**config.mk**
```make
export PLATFORM = sky130hd
export DESIGN_NAME = fpu_issue_seq
export DESIGN_NICKNAME = d
export VERILOG_FILES = /design/src/rtl/fpu_issue_seq.sv
export SDC_FILE = /design/constraint.sdc
export NUM_CORES = 1
export LEC_CHECK = 0
export BUFFER_PORTS_ARGS = -buffer_cell sky130_fd_sc_hd__clkbuf_2
export CAP_MARGIN = 20
export CORE_MARGIN = 3
export CORE_UTILIZATION = 40
export CTS_CLUSTER_SIZE = 12
export DETAILED_ROUTE_END_ITERATION = 10
export PLACE_DENSITY = 0.77
export RECOVER_POWER = 100
export SYNTH_ARGS = -nofsm -noshare
export SYNTH_HDL_FRONTEND = slang
export SYNTH_SLANG_ARGS = --single-unit
export TNS_END_PERCENT = 20
```
**constraint.sdc**
```tcl
create_clock -name clk -period 1.6 [get_ports clk]
set_input_delay 0.32 -clock clk [delete_from_list [all_inputs] [get_ports clk]]
set_output_delay 0.32 -clock clk [all_outputs]
set_load 0.02 [all_outputs]
```
**src/rtl/fpu_issue_seq.sv**
```systemverilog
// Issue sequencer in front of the combinational fpu: latches one request,
// holds operands/op-select for a per-op latency, then captures the result
// and offers it to writeback on a valid/ready handshake.
module fpu_issue_seq #(
    parameter int unsigned ADD_LAT = 2,
    parameter int unsigned MUL_LAT = 2,
    parameter int unsigned DIV_LAT = 8,
    parameter int unsigned CMP_LAT = 1
) (
    input  logic        clk,
    input  logic        rst,
    input  logic        in_valid,
    output logic        in_ready,
    input  logic [2:0]  in_op,
    input  logic [31:0] in_src1,
    input  logic [31:0] in_src2,
    input  logic [4:0]  in_rd,
    output logic [31:0] fpu_src1,
    output logic [31:0] fpu_src2,
    output logic [6:0]  fpu_sel,
    input  logic [31:0] fpu_result,
    input  logic        fpu_ovf,
    output logic        out_valid,
    input  logic        out_ready,
    output logic [31:0] out_result,
    output logic        out_ovf,
    output logic [4:0]  out_rd,
    output logic        out_illegal,
    output logic        busy
);

    localparam int unsigned DATA_W = 32;
    localparam int unsigned RD_W   = 5;
    localparam int unsigned SEL_W  = 7;
    localparam int unsigned OP_W   = 3;

    localparam int unsigned MAX_AM  = (ADD_LAT > MUL_LAT) ? ADD_LAT : MUL_LAT;
    localparam int unsigned MAX_DC  = (DIV_LAT > CMP_LAT) ? DIV_LAT : CMP_LAT;
    localparam int unsigned MAX_LAT = (MAX_AM > MAX_DC) ? MAX_AM : MAX_DC;
    // A zero-width counter is illegal, so keep at least one bit.
    localparam int unsigned CNT_W   = (MAX_LAT > 1) ? $clog2(MAX_LAT) : 1;

    localparam logic [OP_W-1:0] OP_ILLEGAL = OP_W'(7);

    typedef enum logic [1:0] {
        S_IDLE = 2'd0,
        S_EXEC = 2'd1,
        S_DONE = 2'd2
    } state_e;

    state_e              state_q, state_d;
    logic [CNT_W-1:0]    cnt_q, cnt_d;
    logic [DATA_W-1:0]   src1_q, src1_d;
    logic [DATA_W-1:0]   src2_q, src2_d;
    logic [SEL_W-1:0]    sel_q, sel_d;
    logic [DATA_W-1:0]   res_q, res_d;
    logic                ovf_q, ovf_d;
    logic [RD_W-1:0]     rd_q, rd_d;
    logic                ill_q, ill_d;
    logic                accept;

    // Hold count for each op, minus one (the capture edge is cnt==0).
    function automatic logic [CNT_W-1:0] lat_m1(input logic [OP_W-1:0] op);
        logic [CNT_W-1:0] v;
        v = '0;
        case (op)
            3'd0, 3'd1:       v = CNT_W'(ADD_LAT - 1);
            3'd2:             v = CNT_W'(MUL_LAT - 1);
            3'd3:             v = CNT_W'(DIV_LAT - 1);
            3'd4, 3'd5, 3'd6: v = CNT_W'(CMP_LAT - 1);
            default:          v = '0;
        endcase
        return v;
    endfunction

    // State register.
    always_ff @(posedge clk) begin
        if (rst) begin
            state_q <= S_IDLE;
        end else begin
            state_q <= state_d;
        end
    end

    // Next-state logic.
    always_comb begin
        state_d = state_q;
        case (state_q)
            S_IDLE: begin
                if (in_valid) begin
                    state_d = (in_op == OP_ILLEGAL) ? S_DONE : S_EXEC;
                end
            end
            S_EXEC: begin
                if (cnt_q == '0) begin
                    state_d = S_DONE;
                end
            end
            S_DONE: begin
                if (out_ready) begin
                    state_d = S_IDLE;
                end
            end
            default: state_d = S_IDLE;
        endcase
    end

    // Handshake decode and datapath next values.
    always_comb begin
        in_ready  = (state_q == S_IDLE);
        out_valid = (state_q == S_DONE);
        busy      = (state_q != S_IDLE);
        accept    = in_valid && (state_q == S_IDLE);
        cnt_d     = cnt_q;
        src1_d    = src1_q;
        src2_d    = src2_q;
        sel_d     = sel_q;
        res_d     = res_q;
        ovf_d     = ovf_q;
        rd_d      = rd_q;
        ill_d     = ill_q;
        case (state_q)
            S_IDLE: begin
                if (accept) begin
                    rd_d = in_rd;
                    if (in_op == OP_ILLEGAL) begin
                        sel_d = '0;
                        res_d = '0;
                        ovf_d = 1'b0;
                        ill_d = 1'b1;
                    end else begin
                        src1_d = in_src1;
                        src2_d = in_src2;
                        sel_d  = SEL_W'(1) << in_op;
                        cnt_d  = lat_m1(in_op);
                    end
                end
            end
            S_EXEC: begin
                if (cnt_q != '0) begin
                    cnt_d = cnt_q - CNT_W'(1);
                end else begin
                    res_d = fpu_result;
                    ovf_d = fpu_ovf;
                    ill_d = 1'b0;
                    sel_d = '0;
                end
            end
            default: begin
            end
        endcase
    end

    // Datapath registers; reset clears everything including in-flight work.
    always_ff @(posedge clk) begin
        if (rst) begin
            cnt_q  <= '0;
            src1_q <= '0;
            src2_q <= '0;
            sel_q  <= '0;
            res_q  <= '0;
            ovf_q  <= 1'b0;
            rd_q   <= '0;
            ill_q  <= 1'b0;
        end else begin
            cnt_q  <= cnt_d;
            src1_q <= src1_d;
            src2_q <= src2_d;
            sel_q  <= sel_d;
            res_q  <= res_d;
            ovf_q  <= ovf_d;
            rd_q   <= rd_d;
            ill_q  <= ill_d;
        end
    end

    assign fpu_src1    = src1_q;
    assign fpu_src2    = src2_q;
    assign fpu_sel     = sel_q;
    assign out_result  = res_q;
    assign out_ovf     = ovf_q;
    assign out_rd      = rd_q;
    assign out_illegal = ill_q;

endmodule

```
==> results.toml <==
[sta]
rsz0062_at_grt = "yes"
hold_violations = 0
worst_slack_ns = -0.1070
fin_worst_skew_ns = 0.007648
setup_viol = 69
period_needed_ns = 1.707
worst_slew_pin_slew_ns = 0.4372
slew_headroom_pct = 70.63
fin_hold_ws_ns = 0.03724
fmax_mhz = 585.8
finalCritPeriodShare_pct = 106.7
drv_slew = 0
tns_ns = -1.623

[worst_setup_path]
r2r_end = "fpu_sel[5]"
reg2reg_depth = 6
cp_max_fo = 4
crit_required_ns = 1.28
rr_startpoint = "state_q[1]"
crit_type = "reg2out"
rrSetupSlack_ns = -0.07
start_kind = "flop"
endpoint_kind = "primary output"
arrival_ns = 1.39

[pwr]
vdd_drop_max_v = 0.0007795
cellLeakagePower_nw = 2.741
p_per_area_mw_per_mm2 = 1405

[global_routing]
grt.overflow.total = 0
first_global_vias = 4237
grt_use_total_pct = 21.19
grt_pass1_wl_mm = 19.69
grt_max_degree = 55
antenna_found_initial = 0

[logic_synthesis]
syn_inst = 523
yosysTopAreaCellShare_pct = 54.63
synth.area.top_cells = "dfxtp_1, nand2_1, a21oi_1"
yosys_warnings = 0
synth-seq-cells = 115
synth_edf_count = 0
ys.flop_type = "dfxtp_1"
netlist_area_sq_mm = 0.004214
synth_cell_type_count = 37
ys_seq_area_share_pct = 54.63
synthTopCellsByCount = "nand2_1, dfxtp_1, a21oi_1, o21ai_1, clkbuf_1"
yosysMostFrequentCell = "nand2_1"
avgSynthCellArea_sq_um = 8.057
synth_fp_nets = 634
yosysTopAreaCell = "dfxtp_1"
ys_async_sr_fraction_pct = 0

[cells_and_area]
final_cell_area_sq_mm = 0.006691
num_antenna_cells = 0
final_layout_size_suffix_gt1_share_pct = 31.50
area_delta_synth_final_pct = 58.79
n_fill_cell = 841
fin_nets = 879

[clocking]
cts_buffers = 17
cts_hold_buffers = 0
h-tree-depth = 4
cts_max_path_buffers = 2
cts_tree = "done"
insertion_delay_ns = 0.50
cts_sinks = 115
clk_pin_slew_worst_paths_ns = 0.06
root_buffer = "clkbuf_8"

[die]
start_util_pct = 42.14
die_width_um = 108.6
pin_count = 222
row_count = 36
die_h_um = 108.6
die-area_sq_mm = 0.01180
core_sq_mm = 0.01000

[detailed_routing]
drc = 0
wl_per_cell_um = 15.82
antenna_left = 0
drt_iter0_drc = 269
wirelength_mm = 14.46
route.vias.total = 4613
avgViaCountPerCell = 5.047
dr.pass1.iters = 4

[place]
io_buffers = 221
hpwl_mm = 9.076
dpl_cell_area_sq_mm = 0.005583
gp_congestion = 0.8634

[outcome]
status = "complete, but fails checks"
violations = "setup timing"

[min_path]
whs_endpoint = "out_result[21]"
min_path_cells = 3
hp-start = "fpu_result[21]"
min_path_type = "in2reg"

[run]
drv_cap = 0
[cell families after synthesis]
group | after synthesis | share of synthesized area [%]
mux | 2 | 0.4751
compound gates | 150 | 18.26
simple gates | 209 | 21.26
buf+inv | 45 | 4.780
flops | 115 | 54.63
fa+ha+maj | 2 | 0.5937
[placed cells by master, fill, tap and decap left out, types with 2 or more instances in the layout]
master	netlist	routed
nand2_1	178	154
clkbuf_1	18	112
dfxtp_1	115	111
clkbuf_2	0	108
a21oi_1	110	101
o21ai_1	35	28
clkbuf_16	0	26
nand2_2	0	22
buf_4	1	20
a21oi_2	0	9
buf_12	0	9
o21ai_2	0	7
nor2_1	6	6
clkbuf_8	0	6
bufinv_16	0	5
dfxtp_2	0	4
buf_6	1	4
inv_2	0	3
nor2b_1	3	3
clkinv_2	0	3
nand2_4	0	2
nor3_1	2	2
mux2i_1	2	2
nand4bb_1	2	2
inv_1	5	2
clkbuf_4	0	2
[routing by layer]
metal	GRT usage, %	share of wire [%]	up-vias
met1	23.28	39	2189
met5	0	0	-
met3	7.638	8.0	7
met2	37.82	52	185
li1	-	-	2232
met4	7.033	0.55	0
[worst max-delay path, cell delays in order, from the launching register on]
cell      delay (ns)
dfxtp_2         0.32
buf_6           0.12
buf_12          0.11
and2b_1         0.17
clkbuf_8        0.15
[area by class of cell]
type,instances,area [sq um],share of cell area (%)
clock buffer,23,476.7,7.124
clock inverter,9,173.9,2.599
inverter,5,18.77,0.2805
multi-input combinational,363,1893,28.29
sequential,115,2307,34.48
tap,133,166.4,2.487
timing repair buffer,266,1655,24.74
[worst max-delay path by stage]
stage	startpoint	to	slack, ns
after floorplan	cnt_q[0]	fpu_sel[4]	-0.05
after global placement	in_valid	fpu_src2[23]	0.05
after detailed placement	in_valid	cnt_q[0]	-0.08
after CTS	state_q[1]	out_valid	-0.12
after global routing	state_q[1]	out_valid	-0.16
final	state_q[1]	out_valid	-0.11
[through the flow]
| stage | total power (W) | utilization (%) | setup WS (ns) | cells |
|---|---|---|---|---|
| 6_report | 0.009403 | 66.92 | -0.1070 | 914 |
| 5_1_grt | 0.009796 | 66.92 | -0.1645 | 914 |
| 4_1_cts | 0.009139 | 63.45 | -0.1249 | 898 |
| 3_5_place_dp | 0.004915 | 55.83 | -0.08222 | 861 |
| 3_3_place_gp | 0.004856 | 55.83 | 0.05474 | 861 |
| 2_1_floorplan | 0.004256 | - | -0.04833 | 523 |
[registers in the layout, indices dropped and copies added (netlist names)]
signal	cells
state_q	2
out_ovf	1
out_result	32
fpu_src2	32
fpu_sel	7
out_illegal	1
cnt_q	3
fpu_src1	32
out_rd	5
[where the power goes]
group          internal [W]  total [W]  leakage [nW]  switching (W)
sequential          0.00311    0.00326         0.941       0.000147
clock               0.00285    0.00414         0.322        0.00129
combinational      0.000843    0.00201          1.48        0.00117
[what timing repair did]
item | in CTS | in global routing
endpoints found under the setup margin | 12 | 105
buffers inserted | 4 | 6
pin swaps | 3 | 31
cloned | 1 | 10
resized for setup | 13 | 62
No activity file was read; power rests on OpenSTA's default activity.
